$ cat src/rtl/rx_descram_packer_pkg.sv
// Shared definitions for the OFDM receive-side descrambler/byte packer:
// FSM encoding, SIGNAL field layout and 802.11a frame constants.
package rx_descram_packer_pkg;

  typedef enum logic [2:0] {
    IDLE,
    SIG,
    PL_SEED,
    PL_SVC,
    PL_DATA,
    PL_DRAIN
  } state_t;

  localparam int HDR_BITS  = 24;
  localparam int SEED_BITS = 7;
  localparam int SVC_BITS  = 16;
  localparam int TAIL_BITS = 6;

  // SIGNAL field layout, first received bit is bit 0
  localparam int RATE_LSB   = 0;
  localparam int RATE_W     = 4;
  localparam int RSVD_BIT   = 4;
  localparam int LEN_LSB    = 5;
  localparam int PARITY_BIT = 17;
  localparam int TAIL_LSB   = 18;

  // Only bits below the tail carry information worth storing
  localparam int HDR_KEEP = TAIL_LSB;

  // Largest LENGTH whose SERVICE + PSDU + tail still fits the payload
  function automatic int max_len_bytes(input int payload_bits);
    return (payload_bits - SVC_BITS - TAIL_BITS) / 8;
  endfunction

endpackage

$ cat src/rtl/rx_descram_packer_if.sv
// Bit-serial input side and packed byte output side of rx_descram_packer.
// master = upstream receiver/consumer side, slave = the packer itself.
interface rx_descram_packer_if #(
  parameter int LEN_W = 12
) ();

  logic             sig_bit;
  logic             sig_vld;
  logic             pl_bit;
  logic             pl_vld;
  logic             hdr_vld;
  logic             hdr_err;
  logic [3:0]       rate;
  logic [LEN_W-1:0] length;
  logic [7:0]       byte_out;
  logic             byte_vld;
  logic             byte_sop;
  logic             byte_eop;
  logic             busy;

  modport master (
    output sig_bit, sig_vld, pl_bit, pl_vld,
    input  hdr_vld, hdr_err, rate, length,
    input  byte_out, byte_vld, byte_sop, byte_eop, busy
  );

  modport slave (
    input  sig_bit, sig_vld, pl_bit, pl_vld,
    output hdr_vld, hdr_err, rate, length,
    output byte_out, byte_vld, byte_sop, byte_eop, busy
  );

endinterface

$ cat src/rtl/rx_descrambler.sv
// x^7 + x^4 + 1 self-synchronising seed recovery and descrambler.
// load shifts received bits in as seed; step descrambles one bit.
module rx_descrambler
  import rx_descram_packer_pkg::*;
(
  input  logic clk,
  input  logic rst,
  input  logic load,
  input  logic step,
  input  logic din,
  output logic dout
);

  logic [SEED_BITS-1:0] scr;
  logic                 fb;

  assign fb   = scr[6] ^ scr[3];
  assign dout = din ^ fb;

  // NOTE: state registers use non-blocking assignment so every flop samples
  // pre-edge values and simulation matches the synthesized hardware.
  always_ff @(posedge clk) begin
    if (rst) begin
      scr <= '0;
    end else if (load) begin
      scr <= {scr[SEED_BITS-2:0], din};
    end else if (step) begin
      scr <= {scr[SEED_BITS-2:0], fb};
    end
  end

endmodule

$ cat src/rtl/rx_descram_packer.sv
// Parses the serial SIGNAL header, recovers the scrambler seed from SERVICE,
// descrambles the PSDU and emits LSB-first packed bytes with sop/eop.
module rx_descram_packer
  import rx_descram_packer_pkg::*;
#(
  parameter int PAYLOAD_BITS = 4320,
  parameter int LEN_W        = 12
) (
  input  logic               clk,
  input  logic               rst,
  rx_descram_packer_if.slave io
);

  localparam int                PCNT_W    = $clog2(PAYLOAD_BITS);
  localparam logic [PCNT_W-1:0] PCNT_LAST = PCNT_W'(PAYLOAD_BITS - 1);
  localparam logic [PCNT_W-1:0] SEED_LAST = PCNT_W'(SEED_BITS - 1);
  localparam logic [PCNT_W-1:0] SVC_LAST  = PCNT_W'(SVC_BITS - 1);
  localparam logic [4:0]        SIG_DONE  = 5'(HDR_BITS);
  localparam logic [4:0]        SIG_KEEP  = 5'(HDR_KEEP);
  localparam int                MAX_LEN   = max_len_bytes(PAYLOAD_BITS);

  state_t state, state_nxt;

  logic [HDR_KEEP-1:0] hdr_sr;
  logic [4:0]          sig_cnt;
  logic [PCNT_W-1:0]   pcnt;
  logic [2:0]          bit_cnt;
  logic [LEN_W-1:0]    byte_cnt;
  logic [6:0]          pack;

  logic                hdr_vld_r;
  logic                hdr_err_r;
  logic [RATE_W-1:0]   rate_r;
  logic [LEN_W-1:0]    length_r;
  logic [7:0]          byte_r;
  logic                byte_vld_r;
  logic                byte_sop_r;
  logic                byte_eop_r;

  logic                sig_shift;
  logic                hdr_done;
  logic                hdr_ok;
  logic                seed_load;
  logic                desc_step;
  logic                data_bit;
  logic                byte_done;
  logic                last_byte;
  logic                pl_adv;
  logic                dout;
  logic [RATE_W-1:0]   hdr_rate;
  logic [LEN_W-1:0]    hdr_len;

  rx_descrambler u_descrambler (
    .clk  (clk),
    .rst  (rst),
    .load (seed_load),
    .step (desc_step),
    .din  (io.pl_bit),
    .dout (dout)
  );

  // Header checks: even parity over bits 0..17, legal rate, reserved clear,
  // and a LENGTH that fits SERVICE + PSDU + tail inside the payload.
  assign hdr_rate = hdr_sr[RATE_LSB +: RATE_W];
  assign hdr_len  = hdr_sr[LEN_LSB +: LEN_W];
  assign hdr_ok   = !(^hdr_sr) && hdr_rate[RATE_W-1] && !hdr_sr[RSVD_BIT] &&
                    (hdr_len != '0) && (int'(hdr_len) <= MAX_LEN);

  assign last_byte = (byte_cnt == length_r - 1'b1);
  assign pl_adv    = io.pl_vld && (state inside {PL_SEED, PL_SVC, PL_DATA, PL_DRAIN});

  always_ff @(posedge clk) begin
    if (rst) begin
      state <= IDLE;
    end else begin
      state <= state_nxt;
    end
  end

  // NOTE: every signal driven here gets a default first so no path through
  // the case statement leaves one unassigned and infers a latch.
  always_comb begin
    state_nxt = state;
    sig_shift = 1'b0;
    hdr_done  = 1'b0;
    seed_load = 1'b0;
    desc_step = 1'b0;
    data_bit  = 1'b0;
    byte_done = 1'b0;
    case (state)
      IDLE: begin
        if (io.sig_vld) begin
          sig_shift = 1'b1;
          state_nxt = SIG;
        end
      end
      SIG: begin
        if (sig_cnt == SIG_DONE) begin
          hdr_done  = 1'b1;
          state_nxt = hdr_ok ? PL_SEED : PL_DRAIN;
        end else if (io.sig_vld) begin
          sig_shift = 1'b1;
        end
      end
      PL_SEED: begin
        if (io.pl_vld) begin
          seed_load = 1'b1;
          if (pcnt == SEED_LAST) state_nxt = PL_SVC;
        end
      end
      PL_SVC: begin
        if (io.pl_vld) begin
          desc_step = 1'b1;
          if (pcnt == SVC_LAST) state_nxt = PL_DATA;
        end
      end
      PL_DATA: begin
        if (io.pl_vld) begin
          desc_step = 1'b1;
          data_bit  = 1'b1;
          if (bit_cnt == 3'd7) begin
            byte_done = 1'b1;
            if (last_byte) state_nxt = PL_DRAIN;
          end
        end
      end
      PL_DRAIN: begin
        if (io.pl_vld && (pcnt == PCNT_LAST)) state_nxt = IDLE;
      end
      default: state_nxt = IDLE;
    endcase
  end

  always_ff @(posedge clk) begin
    if (rst) begin
      hdr_sr     <= '0;
      sig_cnt    <= '0;
      pcnt       <= '0;
      bit_cnt    <= '0;
      byte_cnt   <= '0;
      pack       <= '0;
      hdr_vld_r  <= 1'b0;
      hdr_err_r  <= 1'b0;
      rate_r     <= '0;
      length_r   <= '0;
      byte_r     <= '0;
      byte_vld_r <= 1'b0;
      byte_sop_r <= 1'b0;
      byte_eop_r <= 1'b0;
    end else begin
      // After HDR_KEEP shifts the first received bit sits at hdr_sr[0]
      if (sig_shift && (sig_cnt < SIG_KEEP)) hdr_sr <= {io.sig_bit, hdr_sr[HDR_KEEP-1:1]};
      if (hdr_done) begin
        sig_cnt  <= '0;
        pcnt     <= '0;
        bit_cnt  <= '0;
        byte_cnt <= '0;
      end else if (sig_shift) begin
        sig_cnt <= sig_cnt + 1'b1;
      end

      hdr_vld_r <= hdr_done && hdr_ok;
      hdr_err_r <= hdr_done && !hdr_ok;
      if (hdr_done && hdr_ok) begin
        rate_r   <= hdr_rate;
        length_r <= hdr_len;
      end

      if (pl_adv) pcnt <= (pcnt == PCNT_LAST) ? '0 : pcnt + 1'b1;

      if (data_bit) begin
        pack    <= {dout, pack[6:1]};
        bit_cnt <= bit_cnt + 1'b1;
      end
      if (byte_done) begin
        byte_r   <= {dout, pack};
        byte_cnt <= byte_cnt + 1'b1;
      end
      byte_vld_r <= byte_done;
      byte_sop_r <= byte_done && (byte_cnt == '0);
      byte_eop_r <= byte_done && last_byte;
    end
  end

  assign io.hdr_vld  = hdr_vld_r;
  assign io.hdr_err  = hdr_err_r;
  assign io.rate     = rate_r;
  assign io.length   = length_r;
  assign io.byte_out = byte_r;
  assign io.byte_vld = byte_vld_r;
  assign io.byte_sop = byte_sop_r;
  assign io.byte_eop = byte_eop_r;
  assign io.busy     = (state != IDLE);

endmodule

$ cat src/flat_wrapper.sv
// flat-port wrapper written by rule: the top's interface ports become plain ports
module rx_descram_packer_flat import rx_descram_packer_pkg::*;
#(
  parameter int PAYLOAD_BITS = 4320,
  parameter int LEN_W        = 12
)
  (clk, rst, io_sig_bit, io_sig_vld, io_pl_bit, io_pl_vld, io_hdr_vld, io_hdr_err, io_rate, io_length, io_byte_out, io_byte_vld, io_byte_sop, io_byte_eop, io_busy);
  rx_descram_packer_if #(.LEN_W(LEN_W)) io_i ();
  input  logic clk;
  input  logic rst;
  input wire logic [$bits(io_i.sig_bit)-1:0] io_sig_bit;
  input wire logic [$bits(io_i.sig_vld)-1:0] io_sig_vld;
  input wire logic [$bits(io_i.pl_bit)-1:0] io_pl_bit;
  input wire logic [$bits(io_i.pl_vld)-1:0] io_pl_vld;
  output wire logic [$bits(io_i.hdr_vld)-1:0] io_hdr_vld;
  output wire logic [$bits(io_i.hdr_err)-1:0] io_hdr_err;
  output wire logic [$bits(io_i.rate)-1:0] io_rate;
  output wire logic [$bits(io_i.length)-1:0] io_length;
  output wire logic [$bits(io_i.byte_out)-1:0] io_byte_out;
  output wire logic [$bits(io_i.byte_vld)-1:0] io_byte_vld;
  output wire logic [$bits(io_i.byte_sop)-1:0] io_byte_sop;
  output wire logic [$bits(io_i.byte_eop)-1:0] io_byte_eop;
  output wire logic [$bits(io_i.busy)-1:0] io_busy;
  assign io_i.sig_bit = io_sig_bit;
  assign io_i.sig_vld = io_sig_vld;
  assign io_i.pl_bit = io_pl_bit;
  assign io_i.pl_vld = io_pl_vld;
  assign io_hdr_vld = io_i.hdr_vld;
  assign io_hdr_err = io_i.hdr_err;
  assign io_rate = io_i.rate;
  assign io_length = io_i.length;
  assign io_byte_out = io_i.byte_out;
  assign io_byte_vld = io_i.byte_vld;
  assign io_byte_sop = io_i.byte_sop;
  assign io_byte_eop = io_i.byte_eop;
  assign io_busy = io_i.busy;
  rx_descram_packer #(.PAYLOAD_BITS(PAYLOAD_BITS), .LEN_W(LEN_W)) u_core (.clk(clk), .rst(rst), .io(io_i));
endmodule
$ cat config.mk
export PLATFORM = sky130hd
export DESIGN_NAME = rx_descram_packer_flat
export DESIGN_NICKNAME = d
export VERILOG_FILES = /design/src/rtl/rx_descram_packer_pkg.sv /design/src/rtl/rx_descram_packer_if.sv /design/src/rtl/rx_descrambler.sv /design/src/rtl/rx_descram_packer.sv /design/src/flat_wrapper.sv
export SDC_FILE = /design/constraint.sdc
export NUM_CORES = 1
export LEC_CHECK = 0
export ABC_AREA = 1
export CAP_MARGIN = 20
export CELL_PAD_IN_SITES_DETAIL_PLACEMENT = 0
export CELL_PAD_IN_SITES_GLOBAL_PLACEMENT = 2
export CORE_ASPECT_RATIO = 0.6
export CORE_MARGIN = 2
export CORE_UTILIZATION = 33
export CTS_BUF_LIST = sky130_fd_sc_hd__clkbuf_4 sky130_fd_sc_hd__clkbuf_8 sky130_fd_sc_hd__clkbuf_16
export CTS_CLUSTER_DIAMETER = 200
export DETAILED_ROUTE_END_ITERATION = 8
export PLACE_DENSITY = 0.81
export SYNTH_ARGS = -nofsm -noshare
export SYNTH_HDL_FRONTEND = slang
export SYNTH_SLANG_ARGS = --single-unit
$ cat constraint.sdc
create_clock -name clk -period 2.4 [get_ports clk]
set_input_delay 0.48 -clock clk [delete_from_list [all_inputs] [get_ports clk]]
set_output_delay 0.48 -clock clk [all_outputs]
set_load 0.02 [all_outputs]
==> results.yml, run 1 <==
sta:
  tightest_slew_ns: 0.564
  fmax_mhz: 462
  setup_violations: 0
  hold_ws_ns: 0.466
  relSlewSlack: 0.620
  setup_ws_ns: 0.236
  rsz0062_at_grt: "no"
  hold_viol: 0
  slew_viol_final: 0
  setup_tns_ns: 0
  period_share: 0.902
  fin_crit_ns: 2.16
  clock_skew_ns: 0.00589
detailed_routing:
  drt-vias-per-instance: 4.87
  antenna_left: 0
  num_vias: 4761
  dr.pass1.iters: 5
  routedWlPerCell_um: 14.3
  drt-initial-drc-count: 372
  drc_errors: 0
  wirelength_um: 13900
place:
  hpwlAfterDp_um: 10500
  place_ws_ns: 0.0434
  place_congestion: 0.814
  port_buffers: 35
power_and_ir_drop:
  ir_worst_vdd_v: 0.000389
  total_power_mw: 4.57
  p_per_area_nw_per_um2: 778
  p_leak_nw: 2.39
synthesis:
  avgSynthCellArea_um2: 6.78
  synth.top_cells.by_area: "dfxtp_1, nand2_1, nor2_1, inv_1, o21ai_0"
  ys_seq_elements: 97
  synth_edf_count: 0
  synth-compound-area-share: 0.161
  ys.flop_type: "dfxtp_1"
  synth_top_cell_area_share: 0.390
  synth_top_family_by_area: "simple AND/OR/NAND/NOR gates"
  synth.net_count: 749
  muxShareOfSynthArea: 0
  synth_fa_ha_area_frac: 0.0226
  synth_simple_gate_area_share: 0.312
  synth_warnings: 0
  synth-async-reset-ratio: 0
  yosysMostFrequentCell: "nand2_1"
  synth_top_cell_by_area: "dfxtp_1"
  synth_cell_type_count: 44
  synth_cells: 734
  synthTopCellsByCount: "nand2_1, dfxtp_1, nor2_1"
  syn_area_um2: 4970
  yosysSeqAreaShare: 0.390
  synth-xor-area-share: 0.0264
worst_setup_path:
  required_ns: 1.92
  end_kind: "primary output"
  critical_path_arrival_ns: 1.68
  crit_type: "register to primary output"
  cp_max_fo: 6
  critPathLaunchType: "register"
global_route:
  grt_start_max_net_pins: 32
  grt_pass1_wl_um: 22600
  grt_pass1_vias: 4262
  grt.total_usage: 0.178
  grt_overflow: 0
  antenna_found_initial: 0
cts:
  clkTransAtPathRegs_ns: 0.07
  ctsLongestPathBuffers: 2
  postCtsSetupBuffers: 0
  cts.sinks: 97
  cts-root-buf: "clkbuf_16"
  worstSkewPairLatency_ns: 0.35
  cts_tree: "done"
  cts_buffers: 9
  htree_levels: 3
floorplanning:
  die_w_um: 163
  fp.coreArea_um2: 14600
  die-area_um2: 16100
  std_cell_rows: 34
  initial_core_util: 0.341
  top_level_ports: 36
  chipHeight_um: 99.1
cells_and_area:
  register_area_um2: 1950
  syn_to_final_growth_pct: 18.1
  fin_nets: 789
  multi_input_area_um2: 2610
  n_antenna_cell: 0
  fillers: 1511
  drive_gt1_frac: 0.0834
run_status:
  status: "finished clean"
flow_run:
  maxCapViolCount: 0
hold_path:
  hold_class: "register to register"
## logic make-up after synthesis
family,after synthesis
AO/OA/AOI/OAI,138
XOR/XNOR,15
adder cells (fa/ha/maj),9
buffers and inverters,111
flip-flops,97
AND/OR/NAND/NOR,364
## path summary, 6_finish.rpt
| path | start | to | cells past startpoint | slack (ns) |
|---|---|---|---|---|
| setup / recovery | u_core.state[2] | io_busy | 3 | 0.24 |
| hold / removal | u_core.pack[1] | u_core.pack[1] | 2 | 0.47 |
| setup reg to reg | u_core.pcnt[1] | u_core.pcnt[2] | 8 | 0.25 |
| hold reg to reg | u_core.pack[1] | u_core.pack[1] | 2 | 0.47 |
## worst max-delay path: stages, from the launching register on
cell	delay [ns]
dfxtp_1	0.46
inv_1	0.12
nand2_1	0.14
clkdlybuf4s50_1	0.62
## repair_timing
| action | 4_1_cts | 5_1_grt |
|---|---|---|
| resized for setup | 0 | 7 |
| setup endpoints to repair | 0 | 3 |
| hold buffers | 0 | 0 |
## cell usage in the layout, fill, tap and decap left out, drive strengths merged, types with 7 or more instances in the layout
master / count
nand2: 191
dfxtp: 97
inv: 93
nor2: 90
o21ai: 58
a21oi: 53
nand3: 48
clkdlybuf4s50: 34
nor3: 15
buf: 14
clkbuf: 11
xor2: 10
ha: 9
nand4: 9
a221oi: 8
a211oi: 7
## per-stage QoR
step	area [um^2]	instances	util
4_1_cts	5860	977	0.402
3_3_place_gp	5580	961	0.382
3_5_place_dp	5580	961	0.382
2_1_floorplan	4970	734	-
6_report	5880	977	0.403
5_1_grt	5880	977	0.403
## layer usage
metal	wire length, um	up-vias	GRT usage
li1	-	2468	-
met3	624	8	0.0338
met4	91	0	0.0327
met5	0	-	0
met2	5350	92	0.240
met1	7870	2193	0.289
## report_power, final
part | internal, mW | switching, mW
sequential | 1.77 | 0.204
combinational | 0.404 | 0.780
clock | 0.750 | 0.666
total | 2.92 | 1.65
## sequential cells by signal, indices dropped and copies added, names as in the netlist, 3 cells and up
name / flops
u_core.hdr_sr: 18
u_core.sig_cnt: 5
u_core.byte_cnt: 12
u_core.bit_cnt: 3
u_core.io.length: 12
u_core.io.rate: 4
u_core.pack: 7
u_core.state: 3
u_core.io.byte_out: 8
u_core.u_descrambler.scr: 7
u_core.pcnt: 13
## final cells by class
class	instances	area share
flip-flops and latches	97	0.331
repair buffers	48	0.0754
clock buffers	11	0.0420
well taps	198	0.0422
multi-input cells	526	0.444
inverters	92	0.0592
clock inverters	5	0.00639
Power figures use the tool's default switching activity.
==> run 2, diff against run 1 <==
--- a/config.mk
+++ b/config.mk
@@ -15,7 +15,9 @@
 export CTS_BUF_LIST = sky130_fd_sc_hd__clkbuf_4 sky130_fd_sc_hd__clkbuf_8 sky130_fd_sc_hd__clkbuf_16
 export CTS_CLUSTER_DIAMETER = 200
 export DETAILED_ROUTE_END_ITERATION = 8
+export HOLD_SLACK_MARGIN = 0.15
 export PLACE_DENSITY = 0.81
+export REMOVE_ABC_BUFFERS = 1
 export SYNTH_ARGS = -nofsm -noshare
 export SYNTH_HDL_FRONTEND = slang
 export SYNTH_SLANG_ARGS = --single-unit
==> run 2 against run 1 <==
Compared with the run above:
- clock-buffer cell count is 2 lower
- register-to-register slack got worse by 0.05 ns
- flip-flop and latch count unchanged
- final area is 0.81% higher
- maximum frequency fell by 1.4%
- first-iteration DRC count rose by 2.7%
- via count fell by 2.0%
- setup slack worse by 0.031 ns
- largest power group unchanged
- combinational power about the same
- non-clock buffer count up 1
- clock skew increased by 0.0034 ns
==> results.yml, run 2 (synthesis results as in run 1) <==
run_status:
  status: "finished clean"
floorplanning:
  initial_core_util: 0.341
  fp.coreArea_um2: 14600
  std_cell_rows: 34
  chipHeight_um: 99.1
  die_w_um: 163
  top_level_ports: 36
  die-area_um2: 16100
sta:
  hold_viol: 0
  setup_ws_ns: 0.204
  slew_viol_final: 0
  hold_ws_ns: 0.462
  tightest_slew_ns: 0.602
  period_share: 0.915
  clock_skew_ns: 0.00929
  fmax_mhz: 455
  relSlewSlack: 0.594
  rsz0062_at_grt: "no"
  fin_crit_ns: 2.20
  setup_tns_ns: 0
  setup_violations: 0
worst_setup_path:
  cp_common_cell: "nand3_1"
  crit_slowest_cell: "o21ai_0"
  critical_path_arrival_ns: 2.40
  critPathLaunchType: "register"
  crit_chain: "ha_1 > nand3_1 > nor2_1 > nand3_1 > nand2_1 > inv_2 > o21ai_0 > nor3_1"
  cp_max_fo: 8
  rr_worst_depth: 8
  r2r_slack_ns: 0.20
  path_buf_inv: 1
  crit_type: "register to register"
  cp_top_family: "simple AND/OR/NAND/NOR gates"
  slowest_delay_ns: 0.50
  end_kind: "register"
  cp.depth: 8
  required_ns: 2.61
cells_and_area:
  final_cells: 978
  largest-register: "u_core.hdr_sr"
  fin_nets: 790
  largestRegisters: "u_core.hdr_sr: 18 flops, u_core.pcnt: 13 flops"
  final_util: 0.406
  syn_to_final_growth_pct: 19.1
  drive_gt1_frac: 0.0859
  n_antenna_cell: 0
  largest_register_ffs: 18
  final_cell_mix: "nand2_1, dfxtp_1, nor2_1, inv_1, o21ai_0"
  fin_area_um2: 5920
  layout_commonest_cell: "nand2_1"
cts:
  postCtsSetupBuffers: 0
  worstSkewPairLatency_ns: 0.35
  cts_hold_buf: 0
  ctsLongestPathBuffers: 2
  htree_levels: 3
  cts.sinks: 97
  cts_buffers: 9
  cts_tree: "done"
  clkTransAtPathRegs_ns: 0.07
  cts-root-buf: "clkbuf_16"
hold_path:
  hold_class: "register to register"
  hold_path_depth: 2
power_and_ir_drop:
  p_leak_nw: 2.42
  ir_worst_vdd_v: 0.000368
  p_per_area_nw_per_um2: 790
  total_power_mw: 4.68
global_route:
  grt_pass1_vias: 4349
  grt.total_usage: 0.174
  grt_overflow: 0
  antenna_found_initial: 0
  grt_pass1_wl_um: 22400
  grt_start_max_net_pins: 24
detailed_routing:
  routedWlPerCell_um: 13.6
  wirelength_um: 13300
  antenna_left: 0
  drt-initial-drc-count: 382
  drc_errors: 0
  dr.pass1.iters: 5
  num_vias: 4667
  drt-vias-per-instance: 4.77
place:
  place_ws_ns: 0.0260
  hpwlAfterDp_um: 9970
  place_congestion: 0.832
  dpl_cell_area_um2: 5590
  dpl.cell_count: 962
  port_buffers: 35
flow_run:
  maxCapViolCount: 0
==> run 2: changes by cell type in the layout (fill, tap and decap cells not counted), moves of 2 or more <==
cell and change:
clkinv_4 +2, inv_8 +2, nor2_2 -2, nor2_4 +2
==> run 2: timing repair <==
action                     CTS  global route
pin swaps                    0             0
setup endpoints to repair    1             3
gates resized for setup      1             8
==> run 2: worst paths after layout <==
| kind | start | endpoint |
|---|---|---|
| max | u_core.pcnt[1] | u_core.pcnt[2] |
| min | u_core.io.length[11] | u_core.io.length[11] |
| max reg2reg | u_core.pcnt[1] | u_core.pcnt[2] |
| min reg2reg | u_core.io.length[11] | u_core.io.length[11] |
==> run 2: report_power, final <==
part | total [mW] | internal [mW] | switching [mW]
Sequential | 1.95 | 1.77 | 0.186
Combinational | 1.19 | 0.404 | 0.790
Clock | 1.53 | 0.832 | 0.702
==> run 2: final cells by class <==
type / instances / area (um^2)
Timing Repair Buffer: 49 / 450
Fill cell: 1520 / 8670
Tap cell: 198 / 248
Clock buffer: 9 / 225
Inverter: 92 / 348
Multi-Input combinational cell: 526 / 2620
Clock inverter: 7 / 86.3
Sequential cell: 97 / 1940
==> run 2: per-layer routing <==
metal	global-route usage	vias up	routed length, um
met4	0.0354	0	98
met3	0.0342	11	517
met1	0.276	2106	7720
met5	0	-	0
met2	0.239	77	5000
li1	-	2473	-
==> run 2: tightest hold or removal path, stage by stage (launching register included) <==
cell	delay [ns]
dfxtp_1	0.33
nand2_1	0.07
nor2_1	0.03
